<file path="src/rtl/alu_seq_pkg.sv">
// Shared types and encodings for the ALUSystem sequencer: FSM states,
// opcodes, datapath select/function codes and the packed control word.
package alu_seq_pkg;

   typedef enum logic [2:0] {
      ST_IDLE,
      ST_FETCH_L,
      ST_FETCH_H,
      ST_EXEC,
      ST_HALT
   } seq_state_t;

   localparam logic [3:0] OP_ADD  = 4'h0;
   localparam logic [3:0] OP_SUB  = 4'h1;
   localparam logic [3:0] OP_AND  = 4'h2;
   localparam logic [3:0] OP_OR   = 4'h3;
   localparam logic [3:0] OP_MOV  = 4'h4;
   localparam logic [3:0] OP_LDI  = 4'h5;
   localparam logic [3:0] OP_LD   = 4'h6;
   localparam logic [3:0] OP_ST   = 4'h7;
   localparam logic [3:0] OP_LDAR = 4'h8;
   localparam logic [3:0] OP_BRA  = 4'h9;
   localparam logic [3:0] OP_BEQ  = 4'hA;
   localparam logic [3:0] OP_HLT  = 4'hF;

   localparam logic [1:0] FUN_CLEAR = 2'b00;
   localparam logic [1:0] FUN_LOAD  = 2'b01;
   localparam logic [1:0] FUN_INC   = 2'b10;
   localparam logic [1:0] FUN_DEC   = 2'b11;

   localparam logic [1:0] MUX_ALU = 2'b00;
   localparam logic [1:0] MUX_MEM = 2'b01;
   localparam logic [1:0] MUX_IMM = 2'b10;
   localparam logic [1:0] MUX_ARF = 2'b11;
   localparam logic       MUXC_RF  = 1'b0;
   localparam logic       MUXC_ARF = 1'b1;

   localparam logic [3:0] ALU_PASS_A = 4'b0000;
   localparam logic [3:0] ALU_ADD    = 4'b0100;
   localparam logic [3:0] ALU_SUB    = 4'b0101;
   localparam logic [3:0] ALU_AND    = 4'b0111;
   localparam logic [3:0] ALU_OR     = 4'b1000;

   localparam logic [1:0] ARF_SEL_AR = 2'b00;
   localparam logic [1:0] ARF_SEL_SP = 2'b01;
   localparam logic [1:0] ARF_SEL_PC = 2'b10;
   localparam logic [3:0] ARF_EN_AR  = 4'b1000;
   localparam logic [3:0] ARF_EN_SP  = 4'b0100;
   localparam logic [3:0] ARF_EN_PC  = 4'b0010;

   // Field order follows the ALUSystem port list.
   typedef struct packed {
      logic [2:0] rf_o1_sel;
      logic [2:0] rf_o2_sel;
      logic [1:0] rf_funsel;
      logic [3:0] rf_rsel;
      logic [3:0] rf_tsel;
      logic [3:0] alu_funsel;
      logic [1:0] arf_outa_sel;
      logic [1:0] arf_outb_sel;
      logic [1:0] arf_funsel;
      logic [3:0] arf_rsel;
      logic       ir_lh;
      logic       ir_enable;
      logic [1:0] ir_funsel;
      logic       mem_wr;
      logic       mem_cs;
      logic [1:0] mux_a_sel;
      logic [1:0] mux_b_sel;
      logic       mux_c_sel;
   } ctrl_word_t;

   // Quiescent word: nothing enabled, memory deselected (CS is active-low).
   function automatic ctrl_word_t ctrl_idle();
      ctrl_word_t c;
      c        = '0;
      c.mem_cs = 1'b1;
      return c;
   endfunction

   // Register-file write enable is one-hot with R1 in the MSB.
   function automatic logic [3:0] rf_onehot(input logic [1:0] r);
      return 4'b1000 >> r;
   endfunction

   // Register-file output select for R(r+1).
   function automatic logic [2:0] rf_out(input logic [1:0] r);
      return {1'b1, r};
   endfunction

endpackage

</file>
<file path="src/rtl/alu_seq_decode.sv">
// Combinational control-word generator: maps FSM state, instruction register
// and ALU flags onto every ALUSystem control input.
module alu_seq_decode
   import alu_seq_pkg::*;
(
   input  seq_state_t  state,
   input  logic [15:0] ir_in,
   input  logic [3:0]  flags_in,
   output ctrl_word_t  ctrl
);

   logic [3:0] op;
   logic [1:0] rd;
   logic [1:0] rs1;
   logic [1:0] rs2;
   logic       zero_flag;
   logic       unused_flags;

   assign op           = ir_in[15:12];
   assign rd           = ir_in[11:10];
   assign rs1          = ir_in[9:8];
   assign rs2          = ir_in[7:6];
   assign zero_flag    = flags_in[3];
   assign unused_flags = ^flags_in[2:0];

   // Both fetch cycles read memory at PC into one IR half and bump PC;
   // execute drives the datapath for the decoded opcode.
   always_comb begin
      ctrl = ctrl_idle();
      case (state)
         ST_FETCH_L, ST_FETCH_H: begin
            ctrl.mem_cs       = 1'b0;
            ctrl.mem_wr       = 1'b0;
            ctrl.arf_outb_sel = ARF_SEL_PC;
            ctrl.ir_enable    = 1'b1;
            ctrl.ir_lh        = (state == ST_FETCH_H);
            ctrl.ir_funsel    = FUN_LOAD;
            ctrl.arf_rsel     = ARF_EN_PC;
            ctrl.arf_funsel   = FUN_INC;
         end
         ST_EXEC: begin
            case (op)
               OP_ADD, OP_SUB, OP_AND, OP_OR: begin
                  ctrl.rf_o1_sel = rf_out(rs1);
                  ctrl.rf_o2_sel = rf_out(rs2);
                  ctrl.mux_c_sel = MUXC_RF;
                  case (op)
                     OP_ADD:  ctrl.alu_funsel = ALU_ADD;
                     OP_SUB:  ctrl.alu_funsel = ALU_SUB;
                     OP_AND:  ctrl.alu_funsel = ALU_AND;
                     default: ctrl.alu_funsel = ALU_OR;
                  endcase
                  ctrl.mux_a_sel = MUX_ALU;
                  ctrl.rf_funsel = FUN_LOAD;
                  ctrl.rf_rsel   = rf_onehot(rd);
               end
               OP_MOV: begin
                  ctrl.rf_o1_sel  = rf_out(rs1);
                  ctrl.mux_c_sel  = MUXC_RF;
                  ctrl.alu_funsel = ALU_PASS_A;
                  ctrl.mux_a_sel  = MUX_ALU;
                  ctrl.rf_funsel  = FUN_LOAD;
                  ctrl.rf_rsel    = rf_onehot(rd);
               end
               OP_LDI: begin
                  ctrl.mux_a_sel = MUX_IMM;
                  ctrl.rf_funsel = FUN_LOAD;
                  ctrl.rf_rsel   = rf_onehot(rd);
               end
               OP_LD: begin
                  ctrl.arf_outb_sel = ARF_SEL_AR;
                  ctrl.mem_cs       = 1'b0;
                  ctrl.mux_a_sel    = MUX_MEM;
                  ctrl.rf_funsel    = FUN_LOAD;
                  ctrl.rf_rsel      = rf_onehot(rd);
               end
               OP_ST: begin
                  ctrl.arf_outb_sel = ARF_SEL_AR;
                  ctrl.rf_o1_sel    = rf_out(rd);
                  ctrl.mux_c_sel    = MUXC_RF;
                  ctrl.alu_funsel   = ALU_PASS_A;
                  ctrl.mem_cs       = 1'b0;
                  ctrl.mem_wr       = 1'b1;
               end
               OP_LDAR: begin
                  ctrl.mux_b_sel  = MUX_IMM;
                  ctrl.arf_funsel = FUN_LOAD;
                  ctrl.arf_rsel   = ARF_EN_AR;
               end
               OP_BRA: begin
                  ctrl.mux_b_sel  = MUX_IMM;
                  ctrl.arf_funsel = FUN_LOAD;
                  ctrl.arf_rsel   = ARF_EN_PC;
               end
               OP_BEQ: begin
                  if (zero_flag) begin
                     ctrl.mux_b_sel  = MUX_IMM;
                     ctrl.arf_funsel = FUN_LOAD;
                     ctrl.arf_rsel   = ARF_EN_PC;
                  end
               end
               default: ;
            endcase
         end
         default: ;
      endcase
   end

endmodule

</file>
<file path="src/rtl/alu_system_sequencer.sv">
// Multi-cycle control unit for ALUSystem: fetch-low, fetch-high, execute,
// with a start/halt handshake and a retired-instruction counter.
module alu_system_sequencer
   import alu_seq_pkg::*;
#(
   parameter int ICNT_W = 16
) (
   input  logic              Clock,
   input  logic              Reset,
   input  logic              start,
   input  logic [15:0]       ir_in,
   input  logic [3:0]        flags_in,
   output logic              busy,
   output logic              halted,
   output logic [ICNT_W-1:0] icount,
   output logic [2:0]        RF_O1Sel,
   output logic [2:0]        RF_O2Sel,
   output logic [1:0]        RF_FunSel,
   output logic [3:0]        RF_RSel,
   output logic [3:0]        RF_TSel,
   output logic [3:0]        ALU_FunSel,
   output logic [1:0]        ARF_OutASel,
   output logic [1:0]        ARF_OutBSel,
   output logic [1:0]        ARF_FunSel,
   output logic [3:0]        ARF_RSel,
   output logic              IR_LH,
   output logic              IR_Enable,
   output logic [1:0]        IR_Funsel,
   output logic              Mem_WR,
   output logic              Mem_CS,
   output logic [1:0]        MuxASel,
   output logic [1:0]        MuxBSel,
   output logic              MuxCSel
);

   seq_state_t state;
   seq_state_t state_next;
   ctrl_word_t dec_ctrl;
   ctrl_word_t ctrl;

   alu_seq_decode u_decode (
      .state    (state),
      .ir_in    (ir_in),
      .flags_in (flags_in),
      .ctrl     (dec_ctrl)
   );

   // State register; reset overrides everything, including a pending start.
   always_ff @(posedge Clock) begin
      if (Reset) begin
         state <= ST_IDLE;
      end else begin
         state <= state_next;
      end
   end

   // Every pass through EXEC retires one instruction, HLT included.
   always_ff @(posedge Clock) begin
      if (Reset) begin
         icount <= '0;
      end else if (state == ST_EXEC) begin
         icount <= icount + {{(ICNT_W-1){1'b0}}, 1'b1};
      end
   end

   // Next-state logic; start only matters while parked in IDLE or HALT.
   always_comb begin
      state_next = state;
      case (state)
         ST_IDLE, ST_HALT: if (start) state_next = ST_FETCH_L;
         ST_FETCH_L:       state_next = ST_FETCH_H;
         ST_FETCH_H:       state_next = ST_EXEC;
         ST_EXEC:          state_next = (ir_in[15:12] == OP_HLT) ? ST_HALT : ST_FETCH_L;
         default:          state_next = ST_IDLE;
      endcase
   end

   // During a reset cycle the datapath sees the quiescent word so an
   // in-flight fetch or execute cannot load a register or write memory.
   always_comb begin
      ctrl = dec_ctrl;
      if (Reset) ctrl = ctrl_idle();
   end

   assign busy   = (state == ST_FETCH_L) || (state == ST_FETCH_H) || (state == ST_EXEC);
   assign halted = (state == ST_HALT);

   assign RF_O1Sel    = ctrl.rf_o1_sel;
   assign RF_O2Sel    = ctrl.rf_o2_sel;
   assign RF_FunSel   = ctrl.rf_funsel;
   assign RF_RSel     = ctrl.rf_rsel;
   assign RF_TSel     = ctrl.rf_tsel;
   assign ALU_FunSel  = ctrl.alu_funsel;
   assign ARF_OutASel = ctrl.arf_outa_sel;
   assign ARF_OutBSel = ctrl.arf_outb_sel;
   assign ARF_FunSel  = ctrl.arf_funsel;
   assign ARF_RSel    = ctrl.arf_rsel;
   assign IR_LH       = ctrl.ir_lh;
   assign IR_Enable   = ctrl.ir_enable;
   assign IR_Funsel   = ctrl.ir_funsel;
   assign Mem_WR      = ctrl.mem_wr;
   assign Mem_CS      = ctrl.mem_cs;
   assign MuxASel     = ctrl.mux_a_sel;
   assign MuxBSel     = ctrl.mux_b_sel;
   assign MuxCSel     = ctrl.mux_c_sel;

endmodule

</file>
<file path="config.mk">
export PLATFORM = sky130hd
export DESIGN_NAME = alu_system_sequencer
export DESIGN_NICKNAME = d
export VERILOG_FILES = /design/src/rtl/alu_seq_pkg.sv /design/src/rtl/alu_seq_decode.sv /design/src/rtl/alu_system_sequencer.sv
export SDC_FILE = /design/constraint.sdc
export NUM_CORES = 1
export LEC_CHECK = 0
export CAP_MARGIN = 20
export CORE_MARGIN = 2
export CORE_UTILIZATION = 37
export CTS_CLUSTER_DIAMETER = 150
export CTS_CLUSTER_SIZE = 20
export DETAILED_ROUTE_END_ITERATION = 16
export PLACE_DENSITY = 0.81
export RECOVER_POWER = 50
export SLEW_MARGIN = 10
export SYNTH_ARGS = -nofsm -noshare
export SYNTH_HDL_FRONTEND = slang
export SYNTH_SLANG_ARGS = --single-unit
</file>
<file path="constraint.sdc">
create_clock -name Clock -period 2.35 [get_ports Clock]
set_clock_uncertainty 0.15 [all_clocks]
set_input_delay 0.3525 -clock Clock [delete_from_list [all_inputs] [get_ports Clock]]
set_output_delay 0.3525 -clock Clock [all_outputs]
set_load 0.05 [all_outputs]
</file>
After elaboration in Yosys (flattened, before gate mapping)
Index checks and enable logic that the tools add are counted.

cells by class
  eq/ne operators = 16
  reduce and logical (&&, ||, !) cells = 11
  add/subtract/negate cells = 1
  multiplexer cells = 22
  shift operators = 1

operators with widths
  operator                                             count
  two-way mux 41 bit                                   1
  adder 16 x 1 -> 16 bit, second input constant        1
  equality test 4 x 3 -> 1 bit, second input constant  4
  equality test 4 bit, second input constant           4
  case mux 8 bit (2 select lines)                      1
  two-way mux 5 bit                                    3
  case mux 5 bit (3 select lines)                      1
  two-way mux 12 bit                                   1
  two-way mux 4 bit                                    3
  case mux 2 bit (2 select lines)                      3
  case mux 3 bit (4 select lines)                      1
  case mux 4 bit (3 select lines)                      1
  two-way mux 3 bit                                    3
  equality test 4 x 2 -> 1 bit, second input constant  2
  OR reduction 2 bit                                   4
  OR reduction 7 bit                                   1
  equality test 3 x 2 -> 1 bit, second input constant  2
  case mux 3 bit (2 select lines)                      1
  OR reduction 5 bit                                   1
  equality test 4 x 1 -> 1 bit, second input constant  1
  zero test 4 bit                                      1
  OR reduction 4 bit                                   1
  right shift 4 x 2 -> 4 bit, first input constant     1
  equality test 3 x 1 -> 1 bit, second input constant  1
  6 further kinds                                      8

word-level totals
  input bits = 23
  output and inout port bits = 59
  flip-flop bits (word level) = 19
  logic and storage cells = 53

Logic depth before layout (Yosys ltp)
Gate-level depths: netlist of the first run.

  depth after elaboration = 5
  gate-level depth with buffers = 6
  mapped depth without buffers = 5

Modules after synthesis
A second synthesis of the first run with hierarchy kept.

second synthesis, totals
  cell total of the unflattened synthesis = 207
  area total of the unflattened synthesis = 1559.0 um^2

by module, submodules not included
  module                cells each  instances  sequential area each (um^2)  area an instance (um^2)
  alu_system_sequencer  144         1          380.4                        1136.1
  alu_seq_decode        63          1          0.0                          422.9

Worst setup path before layout of the first run
No wires, ideal clock.

  kind = register -> output
  start point = register state[2]
  end point = output RF_RSel[2]
  required time = 1847 ps
  path buffers = 1
  data arrival time = 2318 ps
  stages on the path, launching flop included = 6
  slack = -471 ps
  cell sequence = dfxtp_1 -> buf_2 -> nand3b_1 -> nor3_1 -> nand2_1 -> nor3b_1

on the way
  longest elaborated chain between the ends = 3

RTL lines
  item                          line                        source
  start, declared               alu_system_sequencer.sv:36  seq_state_t state;
  start signal, assigned        alu_system_sequencer.sv:53  state <= state_next;
  equality test 3 x 2 -> 1 bit  alu_seq_decode.sv:30        case (state)
  two-way mux 12 bit            alu_seq_decode.sv:30
  two-way mux 41 bit            alu_system_sequencer.sv:82  if (Reset) ctrl = ctrl_idle();
  end, declared                 alu_system_sequencer.sv:19  output logic [3:0] RF_RSel,

No other way between the ends.

Worst setup path in the final report of the first run
  start point = input ir_in[14]
  end point = output ARF_RSel[3]

on the way
  longest elaborated chain between the ends = 4
  elaborated cells on any way between the ends = 6
  classes of those cells = eq/ne (3); mux (3)

RTL lines
  item                               line                        source
  start, declared                    alu_system_sequencer.sv:11  input logic [15:0] ir_in,
  equality test 4 bit                alu_seq_decode.sv:42        case (op)
  case mux 5 bit (3 select lines) *  alu_seq_decode.sv:42
  case mux 8 bit (2 select lines) *  alu_seq_decode.sv:30
  two-way mux 41 bit *               alu_system_sequencer.sv:82
  end, declared                      alu_system_sequencer.sv:25  output logic [3:0] ARF_RSel,

Every way passes the cells marked *; elsewhere a longest branch is shown, timed or not.

==> results of run 1 <==
-- critical path, cell delays in order --
cell and delay [ns]:
clkdlybuf4s50_1 0.44, or4_4 0.61, nor3_4 0.22, buf_12 0.16
-- synthesized netlist by cell type, drive strengths merged (2+ instances only) --
master and number:
or3 3, a21oi 10, buf 21, nor2b 4
nor3 9, mux2 2, and3 7, nand2b 2
a22oi 2, dfxtp 19, o21ai 3, nor2 21
or4 4, nand2 11, clkbuf 3, xor2 6
inv 7, xnor2 4, nand4 3, nand3 7
nor4 2, nor3b 2, o31ai 2
-- layer usage --
layer | GRT usage | vias to the layer above
met3 | 0.0911 | 5
met5 | 0 | -
li1 | - | 691
met2 | 0.309 | 66
met1 | 0.206 | 630
met4 | 0.0489 | 0
-- registers in the layout, indices dropped and copies added (netlist names) --
register  count
icount       16
state         3
-- stage by stage --
step / std cells / power [µW] / setup TNS, ns / worst slack [ns]
6_report: 282 / 886 / 0 / 0.0649
5_1_grt: 282 / 929 / 0 / 0.00422
4_1_cts: 282 / 904 / -0.0161 / -0.0161
3_5_place_dp: 278 / 734 / -0.468 / -0.108
3_3_place_gp: 278 / 733 / -0.125 / -0.0682
2_1_floorplan: 181 / 598 / -2.80 / -0.471
-- final timing paths --
kind | slack [ns] | to | startpoint | depth (start not counted)
hold / removal | 0.36 | icount[13] | icount[13] | 2
setup / recovery | 0.06 | ARF_RSel[3] | ir_in[14] | 4
hold reg to reg | 0.36 | icount[13] | icount[13] | 2
setup reg to reg | 0.17 | icount[11] | state[0] | 5
-- cell type report --
| class | count | area, µm² |
|---|---|---|
| clock buffers | 3 | 22.5 |
| clock inverters | 1 | 5.00 |
| fillers | 282 | 1070 |
| inverters | 7 | 30.0 |
| multi-input cells | 131 | 840 |
| flip-flops and latches | 19 | 384 |
| well taps | 46 | 57.6 |
| repair buffers | 75 | 958 |
-- logic make-up (layout without fill, tap and decap cells) --
family / after synthesis / count (layout) / synth area share
compound gates: 22 / 22 / 0.102
buf+inv: 31 / 86 / 0.147
xor+xnor: 10 / 10 / 0.0669
other cells: 1 / 13 / 0.00287
simple gates: 83 / 83 / 0.363
flops: 19 / 19 / 0.291
fa+ha+maj: 1 / 1 / 0.00956
mux: 2 / 2 / 0.0172
-- power breakdown --
part	switching (µW)	total [µW]	leakage [µW]	internal (µW)
clock network	105	169	0.0000177	63.5
logic	234	375	0.000779	141
registers	12.0	343	0.000154	331
total	351	886	0.000951	535
-- what timing repair did --
action | 4_1_cts | 5_1_grt
endpoints found under the setup margin | 11 | 12
resized for setup | 13 | 6
pin swaps | 1 | 2
==> summary.md, run 1 <==
| Metric | Value |
|---|---|
| WS Path Type | `in -> out` |
| Die extent in x | `63.5 µm` |
| Util after Layout | `0.683` |
| Cts hold-fix bufs | `0` |
| Number of synthesized flops with an enable pin | `0` |
| Hold WC Path Type | `reg -> reg` |
| Initial antenna violation count | `0` |
| RSZ-0062 raised after global routing | `no` |
| CTS Root Cell | `clkbuf_4` |
| Yosys cell types | `43` |
| Top sig layer | `met4` |
| Met3 WL | `between 400 and 500 µm` |
| Worst setup SP type | `primary input` |
| Post-route cell area | `roughly 2300 µm²` |
| CTS tree | `done` |
| Setup violations, final | `0` |
| Die area | `between 4000 and 5000 µm²` |
| Syn Inst Count | `169` |
| Register area share after synthesis | `0.291` |
| DR pass1 iterations | `4` |
| Pin count of the biggest net entering global routing | `25` |
| Core Region | `3360 µm²` |
| Synth top area cells | `dfxtp_1 (29%), buf_4 (9.2%), nor2_1 (6.0%)` |
| Peak supply drop | `0.000207 V` |
| CTS Buf Count | `3` |
| Wl on met1 | `1.38 mm` |
| Routed wl met2 | `1.69 mm` |
| Crit share post-route | `0.972` |
| Max Clk Rate | `0.438 GHz` |
| Ys Warns | `0` |
| First-pass GRT wire length | `6.05 mm` |
| Max Root-Sink Buffers | `2` |
| Vias | `1392` |
| DRT antenna net count | `0` |
| Row cnt | `21` |
| Chip Height | `63.5 µm` |
| Io pins | `82` |
| Synth Register Bits | `19` |
| Status | `complete, no violations` |
| Drt drc | `0` |
| Mapped Area | `1310 µm²` |
| Slew headroom | `0.662` |
| Power Dens Cells | `between 300 and 400 nW/µm²` |
| Clk_lat worst skew | `0.30 ns` |
| Post-synth ARST share | `0` |
| Antenna fix cells | `0` |
| Placer Congestion | `0.801` |
| Total setup buffers inserted after CTS | `0` |
| Clk slew on worst S/H paths | `0.11 ns` |
| Starting density of the core | `0.389` |
| Crit. End Element | `primary output` |
| Maxcap violations | `0` |
| CP Data Arrival Time | `around 1.8 ns` |
| Routed wire per std cell | `12.6 µm` |
| Most common cell after layout, fill and taps aside | `buf_12` |
| Avg Synthesized Cell Area | `between 7 and 8 µm²` |
| Cell taking the most area after synthesis | `dfxtp_1` |
| Static Leakage | `0.000951 µW` |
| Final Hold Viols | `0` |
| Critical path fanouts, max | `4` |
| NumNets Final | `261` |
| Vias in the first global route | `1354` |
| Worst Tran Pin Value | `around 0.5 ns` |
| DRT Wirelength | `~3.6 mm` |
| Post-placement cell area | `around 2200 µm²` |
| Drt initial violations | `76` |
| Smallest hold slack | `0.356 ns` |
| Area Growth Syn to Fin | `75.5%` |
| H-tree Lvls | `1` |
| Top-area cell type share of the netlist area | `0.291` |
| CTS sink cnt | `19` |
| Port Buffers | `59` |
| Post-layout min period | `about 2.3 ns` |
| Slew Limit Fails | `0` |
| Share of layout cells above drive strength 1 | `0.284` |
| Placed wire-length estimate | `2.86 mm` |
| Most frequent cells in the layout | `buf_12 (26), nor2_1 (19), dfxtp_1 (18), clkdlybuf4s50_1 (18), buf_4 (14)` |
| GR Overflow Total | `0` |
| Vias per inst | `4.94` |
| Overall fraction of global-route tracks in use | `0.184` |
| Worst Path Required | `1.85 ns` |
| Dominant synthesized flop cell | `dfxtp_1` |
(Power assumes the default switching activity.)
==> inputs of run 2 (changes only) <==
CELL_PAD_IN_SITES_DETAIL_PLACEMENT = 0   (was unset)
CELL_PAD_IN_SITES_GLOBAL_PLACEMENT = 1   (was unset)
CORE_UTILIZATION = 25   (was 37)
CTS_CLUSTER_DIAMETER = unset   (was 150)
PLACE_DENSITY = unset   (was 0.81)
PLACE_DENSITY_LB_ADDON = 0.2   (was unset)
==> summary.md, run 2 (synthesized netlist as in run 1, its figures left out) <==
| Metric | Value |
|---|---|
| Setup TNS | `0 ns (unchanged)` |
| Most common cell after layout, fill and taps aside | `buf_12 (unchanged)` |
| Most flops, register | `icount (unchanged)` |
| DP Worst Slack | `-0.0999 ns (was -0.108 ns)` |
| Most frequent cells in the layout | `buf_12 (26), clkdlybuf4s50_1 (23), dfxtp_1 (19), buf_4 (19), nor2_1 (17) (was buf_12 (26), nor2_1 (19), dfxtp_1 (18), clkdlybuf4s50_1 (18), buf_4 (14))` |
| First-pass GRT wire length | `6.13 mm (was 6.05 mm)` |
| Routed wire per std cell | `12.0 µm (was 12.6 µm)` |
| Vias per inst | `4.47 (was 4.94)` |
| DRT antenna net count | `0 (unchanged)` |
| Setup violations, final | `0 (unchanged)` |
| Clk slew on worst S/H paths | `0.07 ns (was 0.11 ns)` |
| Final Hold Viols | `0 (unchanged)` |
| H-tree Lvls | `1 (unchanged)` |
| Vias in the first global route | `1344 (was 1354)` |
| Switching Fraction | `0.379 (was 0.396)` |
| Crit share post-route | `0.978 (was 0.972)` |
| R2R Path End | `icount[11] (unchanged)` |
| Row cnt | `26 (was 21)` |
| Antenna fix cells | `0 (unchanged)` |
| Filler cells | `527 (was 282)` |
| Max Root-Sink Buffers | `2 (unchanged)` |
| Worst setup SP type | `primary input (unchanged)` |
| Met3 WL | `432 µm (was 460 µm)` |
| Worst Path Required | `1.85 ns (about the same)` |
| CTS Buf Count | `3 (unchanged)` |
| Clk_lat worst skew | `0.26 ns (was 0.30 ns)` |
| RSZ-0062 raised after global routing | `yes (was no)` |
| CP Data Arrival Time | `1.80 ns (was 1.78 ns)` |
| Flop2flop setup slack | `0.33 ns (was 0.17 ns)` |
| Hold path depth | `2 (unchanged)` |
| Drt initial violations | `69 (was 76)` |
| Post-placement cell area | `2310 µm² (was 2240 µm²)` |
| NetSw | `362 µW (was 351 µW)` |
| Static Leakage | `0.000959 µW (was 0.000951 µW)` |
| Routed wl met2 | `1.71 mm (was 1.69 mm)` |
| Starting density of the core | `0.258 (was 0.389)` |
| WS Path Type | `in -> out (unchanged)` |
| Final setup margin | `0.0510 ns (was 0.0649 ns)` |
| Chip Height | `76.4 µm (was 63.5 µm)` |
| Vias | `1396 (was 1392)` |
| Die area | `5830 µm² (was 4030 µm²)` |
| Core Region | `5070 µm² (was 3360 µm²)` |
| CTS Root Cell | `clkbuf_8 (was clkbuf_4)` |
| Flop pwr share | `0.350 (was 0.387)` |
| CTS tree | `done (unchanged)` |
| Slew headroom | `0.664 (was 0.662)` |
| Io pins | `82 (unchanged)` |
| Worst Tran Pin Value | `0.502 ns (was 0.506 ns)` |
| Peak supply drop | `0.000284 V (was 0.000207 V)` |
| Max Clk Rate | `0.435 GHz (was 0.438 GHz)` |
| Comb pwr share | `0.409 (was 0.423)` |
| R2r worst-path depth | `5 (unchanged)` |
| Placer Congestion | `0.749 (was 0.801)` |
| Area of the multi-input gates | `857 µm² (was 840 µm²)` |
| Hold Path Sink | `icount[13] (unchanged)` |
| Share of layout cells above drive strength 1 | `0.310 (was 0.284)` |
| Number of flip-flops in the largest register | `16 (unchanged)` |
| Overall fraction of global-route tracks in use | `0.130 (was 0.184)` |
| Critical path fanouts, max | `4 (unchanged)` |
| Drt drc | `0 (unchanged)` |
| Post-route cell area | `2400 µm² (was 2300 µm²)` |
| DR pass1 iterations | `4 (unchanged)` |
| Wl on met1 | `1.55 mm (was 1.38 mm)` |
| FF-to-FF Start | `state[0] (unchanged)` |
| Power Dens Cells | `398 nW/µm² (was 386 nW/µm²)` |
| NumNets Final | `267 (was 261)` |
| Crit. End Element | `primary output (unchanged)` |
| Slew Limit Fails | `0 (unchanged)` |
| DRT Wirelength | `3.75 mm (was 3.57 mm)` |
| Maxcap violations | `0 (unchanged)` |
| Port Buffers | `59 (unchanged)` |
| FF/Latch Area | `380 µm² (was 384 µm²)` |
| Clock network fraction of design power | `0.241 (was 0.190)` |
| Largest regs | `icount: 16 flops, state: 3 flops (unchanged)` |
| Status | `complete, no violations (unchanged)` |
| Post-layout min period | `2.30 ns (was 2.29 ns)` |
| Initial antenna violation count | `0 (unchanged)` |
| Placed wire-length estimate | `2.99 mm (was 2.86 mm)` |
| Top sig layer | `met4 (unchanged)` |
| CTS sink cnt | `19 (unchanged)` |
| Hold path start | `icount[13] (unchanged)` |
| Area Growth Syn to Fin | `83.3% (was 75.5%)` |
| GR Overflow Total | `0 (unchanged)` |
| Hold WC Path Type | `reg -> reg (unchanged)` |
| Total setup buffers inserted after CTS | `0 (unchanged)` |
| Pint | `593 µW (was 535 µW)` |
| Die extent in x | `76.4 µm (was 63.5 µm)` |
| Pin count of the biggest net entering global routing | `18 (was 25)` |
==> run 2: changes by cell type in the layout (fill, tap and decap cells not counted), sizes merged <==
cell           before  now
clkbuf              7    9
buf                41   46
dlygate4sd3         9    4
clkdlybuf4s50      18   23
dlygate4sd2         1    0
==> run 2: worst max path at each step <==
stage,startpoint,endpoint,depth (start not counted)
after floorplan,state[2],RF_RSel[2],5
after global placement,ir_in[15],ARF_RSel[1],5
after detailed placement,ir_in[15],ARF_RSel[1],5
after CTS,ir_in[15],RF_RSel[1],8
after global routing,ir_in[15],ALU_FunSel[3],8
final,ir_in[15],ARF_FunSel[0],5
==> run 2: final cells by class <==
cell class,count,share of cell area
clock buffers,3,0.0172
repair buffers,81,0.416
multi-input cells,131,0.357
clock inverters,1,0.00209
flip-flops and latches,19,0.159
well taps,70,0.0365
inverters,7,0.0125
==> run 2: repair_timing <==
| action | in CTS | in global routing |
|---|---|---|
| pin swaps | 1 | 1 |
| hold buffers | 0 | 0 |
| gates resized for setup | 10 | 11 |
| setup endpoints to repair | 10 | 19 |
==> run 2: power groups by stage <==
stage               registers, µW  clock network [µW]  logic, µW
floorplan                     345                   0        253
global placement              342                   0        401
detailed placement            342                   0        400
CTS                           335                 240        407
global route                  335                 256        413
finish                        334                 230        391
==> run 2: metal layers <==
layer  GRT usage  vias to the layer above
met5           0                        -
met4      0.0491                        0
met3      0.0652                        5
met2       0.210                       59
met1       0.147                      622
li1            -                      710
==> run 2: per-stage QoR <==
stage | std cells | power [µW] | util | hold slack [ns]
global placement | 308 | 743 | 0.456 | 0.348
finish | 312 | 955 | 0.473 | 0.350
CTS | 312 | 982 | 0.473 | 0.358
global route | 312 | 1010 | 0.473 | 0.384
detailed placement | 308 | 743 | 0.456 | 0.345
floorplan | 181 | 598 | - | 0.343
==> run 2: critical path: stages <==
cell and delay [ns]:
clkdlybuf4s50_1 0.48, inv_1 0.06, or4_4 0.57, nor2_2 0.19
buf_12 0.15
==> inputs of run 3 (changes only) <==
HOLD_SLACK_MARGIN = 0.02   (was unset)
==> results of run 3 <==
The final DEF is identical to that of run 2; final timing and power are the same.
